File: src/rtl/dmem_arbiter.sv
// dmem_arbiter: shares one single-port sync-read data memory between the CPU MEM stage and a host port,
// CPU first with a starvation guard that hands the host a grant after MAX_WAIT lost cycles.
module dmem_arbiter #(
    parameter int ADDR_W   = 10,
    parameter int DATA_W   = 32,
    parameter int MAX_WAIT = 4
) (
    input  logic              clk,
    input  logic              rst,
    input  logic              cpu_req,
    input  logic              cpu_we,
    input  logic [ADDR_W-1:0] cpu_addr,
    input  logic [DATA_W-1:0] cpu_wdata,
    output logic              cpu_gnt,
    output logic              cpu_stall,
    output logic              cpu_rvalid,
    output logic [DATA_W-1:0] cpu_rdata,
    input  logic              host_req,
    input  logic              host_we,
    input  logic [ADDR_W-1:0] host_addr,
    input  logic [DATA_W-1:0] host_wdata,
    output logic              host_gnt,
    output logic              host_rvalid,
    output logic [DATA_W-1:0] host_rdata,
    output logic              mem_en,
    output logic              mem_we,
    output logic [ADDR_W-1:0] mem_addr,
    output logic [DATA_W-1:0] mem_wdata,
    input  logic [DATA_W-1:0] mem_rdata,
    output logic [31:0]       conflict_cnt
);
    localparam int WW = MAX_WAIT > 0 ? $clog2(MAX_WAIT + 1) : 1;

    logic [WW-1:0] wait_cnt;
    logic          owner_q;
    logic          rd_pend_q;
    logic          force_host;

    // With MAX_WAIT=0 the compare is always true, giving the host absolute priority.
    assign force_host = host_req & (wait_cnt == WW'(MAX_WAIT));
    assign host_gnt   = ~rst & host_req & (force_host | ~cpu_req);
    assign cpu_gnt    = ~rst & cpu_req & ~host_gnt;
    assign cpu_stall  = ~rst & cpu_req & ~cpu_gnt;
    assign mem_en     = cpu_gnt | host_gnt;

    always_comb begin
        mem_we    = cpu_gnt ? cpu_we    : host_gnt ? host_we    : 1'b0;
        mem_addr  = cpu_gnt ? cpu_addr  : host_gnt ? host_addr  : '0;
        mem_wdata = cpu_gnt ? cpu_wdata : host_gnt ? host_wdata : '0;
    end

    assign cpu_rvalid  = rd_pend_q & ~owner_q;
    assign host_rvalid = rd_pend_q & owner_q;
    assign cpu_rdata   = mem_rdata;
    assign host_rdata  = mem_rdata;

    always_ff @(posedge clk or posedge rst) begin
        if (rst) begin
            wait_cnt     <= '0;
            owner_q      <= 1'b0;
            rd_pend_q    <= 1'b0;
            conflict_cnt <= '0;
        end else begin
            wait_cnt     <= (host_gnt | ~host_req) ? '0 :
                            (wait_cnt == WW'(MAX_WAIT)) ? wait_cnt : wait_cnt + 1'b1;
            owner_q      <= host_gnt;
            rd_pend_q    <= mem_en & ~mem_we;
            conflict_cnt <= (cpu_req & host_req & ~&conflict_cnt) ? conflict_cnt + 32'd1 : conflict_cnt;
        end
    end
endmodule

File: config.mk
export PLATFORM = sky130hd
export DESIGN_NAME = dmem_arbiter
export DESIGN_NICKNAME = d
export VERILOG_FILES = /design/src/rtl/dmem_arbiter.sv
export SDC_FILE = /design/constraint.sdc
export NUM_CORES = 1
export LEC_CHECK = 0
export CAP_MARGIN = 30
export CORE_MARGIN = 10
export CORE_UTILIZATION = 31
export CTS_BUF_LIST = sky130_fd_sc_hd__clkbuf_4
export DETAILED_ROUTE_END_ITERATION = 10
export MAX_ROUTING_LAYER = met4
export PLACE_DENSITY = 0.81
export SLEW_MARGIN = 20
export SYNTH_ARGS = -nofsm -noshare
export SYNTH_HDL_FRONTEND = slang
export SYNTH_SLANG_ARGS = --single-unit
File: constraint.sdc
create_clock -name clk -period 3.4 [get_ports clk]
set_input_delay 0.68 -clock clk [delete_from_list [all_inputs] [get_ports clk]]
set_output_delay 0.68 -clock clk [all_outputs]
set_load 0.005 [all_outputs]
==> run_results.csv <==
group,metric,value,unit
final_layout,n_fill_cell,812,
power,ir_drop,0.114,mV
placement,io_buffers,170,
setup_path,reg2reg_depth,5,
job,cap_violations,0,
sta,setup_viol,0,
logic_synthesis,synth_area,2810,µm²
global_routing,grt_max_degree,47,
cts,post_cts_buffers,0,
logic_synthesis,ys_seq_area_share,33.0,%
setup_path,crit_path_start_kind,"primary input",
setup_path,cpMostUsedCell,"clkdlybuf4s50_1",
cts,cts_tree,"done",
routing,via_per_inst,5.03,
routing,wl,10500,µm
sta,min_period,3160,ps
cts,insertion_delay,340,ps
setup_path,timing.critical_path.from,"rst",
worst_hold_path,holdPathEnd,"conflict_cnt[18]$_DFFE_PP0P_",
sta,hold_viol,0,
worst_hold_path,min_path_cells,1,
cts,cts_buffers,5,
routing,drtAntennaViolNets,0,
placement,dp_slack,240,ps
sta,finClkSkew,9.31,ps
floorplan,core_area,8760,µm²
logic_synthesis,yosys_register_bits,37,
global_routing,overflow,0,
cts,htree_levels,2,
setup_path,path_max_fanout,46,
setup_path,crit_required,2720,ps
routing,drt_iter0_markers,112,
setup_path,cpPeakStageDelay,540,ps
sta,grt_setup_unrepaired,"false",
setup_path,crit_path_end_kind,"primary output",
sta,fin_ws,243,ps
logic_synthesis,synth_nets,423,
final_layout,area_growth,51.5,%
sta,fin_crit_sh,92.9,%
power,p_leak,0.00183,µW
cts,clkSlewWorstSetupHoldPaths,110,ps
floorplan,num_rows,34,
cts,cts.hold.buffers_added,0,
global_routing,track_usage,15.6,%
global_routing,grt_pass1_wl,16000,µm
cts,clock_path_buffers,2,
setup_path,cp.arrival,2480,ps
sta,timing.setup.tns,0,ps
setup_path,critical_path_buf_inv_count,3,
sta,tightestPinTransition,733,ps
final_layout,ff_latch_area,926,µm²
final_layout,finalInstanceArea,4250,µm²
routing,route.detailed.drc,0,
floorplan,pin_count,267,
global_routing,grt_pass1_vias,2821,
final_layout,num_antenna_cells,0,
cts,clock-sinks,37,
setup_path,criticalPathCategory,"in -> out",
final_layout,final_net_count,528,
floorplan,initial_core_util,32.0,%
setup_path,rrSetupSlack,1230,ps
routing,wl_per_cell,20.5,µm
routing,firstDrtPassIters,4,
logic_synthesis,ys_warn_count,0,
status,status,"finished, final reports clean",
placement,gp_congestion,0.838,
setup_path,reg2reg_from,"conflict_cnt[3]$_DFFE_PP0P_",
worst_hold_path,min_path_type,"reg -> reg",
routing,vias,2573,
floorplan,die-height,115,µm
logic_synthesis,syn_avg_cell_area,9.42,µm²
power,p_per_area,305,nW/µm²
setup_path,slowest_stage,"clkdlybuf4s50_1",
logic_synthesis,syn_inst,298,
setup_path,crit_chain,"clkdlybuf4s50_1 > nand2b_1 > a21oi_4 > buf_12 > a22o_1 > clkdlybuf4s50_1",
placement,place_area,4180,µm²
final_layout,layout-drive-gt1-share,5.45,%
floorplan,die-area,13300,µm²
placement,hpwl,8940,µm
worst_hold_path,worst_hold_startpoint,"conflict_cnt[18]$_DFFE_PP0P_",
cts,clockRootBuffer,"clkbuf_4",
sta,slew-limit-headroom,50.8,%
cts,cts_resized,0,
sta,fmax,0.317,GHz
final_layout,multi_input_area,1340,µm²
setup_path,regToRegEndpoint,"conflict_cnt[21]$_DFFE_PP0P_",
floorplan,die_w,115,µm
setup_path,cp_top_family,"buffers and inverters",
global_routing,antenna_found_initial,0,
logic_synthesis,yosys.cell_types.count,34,
sta,maxSlewViolCount,0,
[cells in the final DEF, fill, tap and decap left out, drive strengths merged, types with 2 or more instances in the layout]
master / instances
xor2: 20
nor3: 12
a21oi: 3
buf: 4
nand2: 17
nor2: 12
clkdlybuf4s50: 170
nand4: 13
xnor2: 10
nor4: 8
nand3: 11
a22o: 43
inv: 6
dfrtp: 37
ha: 3
clkbuf: 6
and2: 4
and4: 4
mux2: 2
and3: 8
[state kept, by name, summed over array words and instances (netlist names)]
signal / count
conflict_cnt: 32
wait_cnt: 3
owner_q: 1
rd_pend_q: 1
[layout make-up]
type	count	share of cell area, %
Timing Repair Buffer	174	41.3
Multi-Input combinational cell	179	31.4
Sequential cell	37	21.8
Tap cell	108	3.18
Clock buffer	6	1.06
Clock inverter	2	0.794
Inverter	6	0.529
[cells by family (layout without fill, tap and decap cells)]
group,Yosys count,after routing,share of synthesized area [%]
buf+inv,82,188,19.9
xor+xnor,30,30,9.36
compound gates,49,49,15.2
fa+ha+maj,3,3,1.34
simple gates,95,95,20.5
flops,37,37,33.0
mux,2,2,0.802
[worst max path at each step]
stage          slack (ps)            end  cells after the start
2_1_floorplan         240  mem_wdata[23]                      5
3_3_place_gp          250    mem_addr[0]                      5
3_5_place_dp          240  mem_wdata[12]                      6
4_1_cts               230  mem_wdata[12]                      5
5_1_grt               160  mem_wdata[12]                      5
6_report              240  mem_wdata[12]                      6
[per-layer routing]
layer / vias up / share of wire [%] / GRT usage, % / routed length, µm
met3: 15 / 13 / 9.27 / 1410
met2: 149 / 52 / 26.6 / 5420
met1: 1191 / 33 / 15.0 / 3510
met5: - / 0 / - / 0
met4: 0 / 1.4 / 3.30 / 144
li1: 1218 / - / - / -
[per-stage QoR]
stage	cells	util, %	power, µW	hold slack (ps)
after detailed placement	504	47.6	1000	478
after CTS	512	48.5	1310	499
after global routing	512	48.5	1370	524
after global placement	504	47.6	993	476
final	512	48.5	1300	500
after floorplan	298	-	741	478
[where the power goes]
part | internal (µW) | leakage (µW) | switching [µW]
Clock | 161 | 0.0000433 | 147
Sequential | 483 | 0.000493 | 67.4
Combinational | 283 | 0.00129 | 154
Total | 927 | 0.00183 | 368
[Yosys cell counts, drive strengths merged]
library cell | number | area [µm²]
nand4 | 13 | 100
nand2 | 17 | 63.8
o311ai | 1 | 16.3
or2 | 1 | 8.76
a22o | 43 | 377
nor4b | 1 | 8.76
a21oi | 3 | 15.0
and2 | 4 | 25.0
o22ai | 1 | 6.26
or2b | 1 | 7.51
nor2b | 1 | 6.26
nor4 | 8 | 95.1
clkbuf | 8 | 30.0
xor2 | 20 | 175
and4 | 4 | 35.0
and3 | 8 | 50.1
nor3 | 12 | 60.1
dfrtp | 37 | 926
buf | 68 | 505
ha | 3 | 37.5
a211oi | 1 | 12.5
xnor2 | 10 | 87.6
nand2b | 1 | 6.26
nor3b | 1 | 7.51
inv | 6 | 22.5
mux2 | 2 | 22.5
nand3 | 11 | 55.1
nor2 | 12 | 45.0
Note: power is estimated with default switching activity, not from simulation.
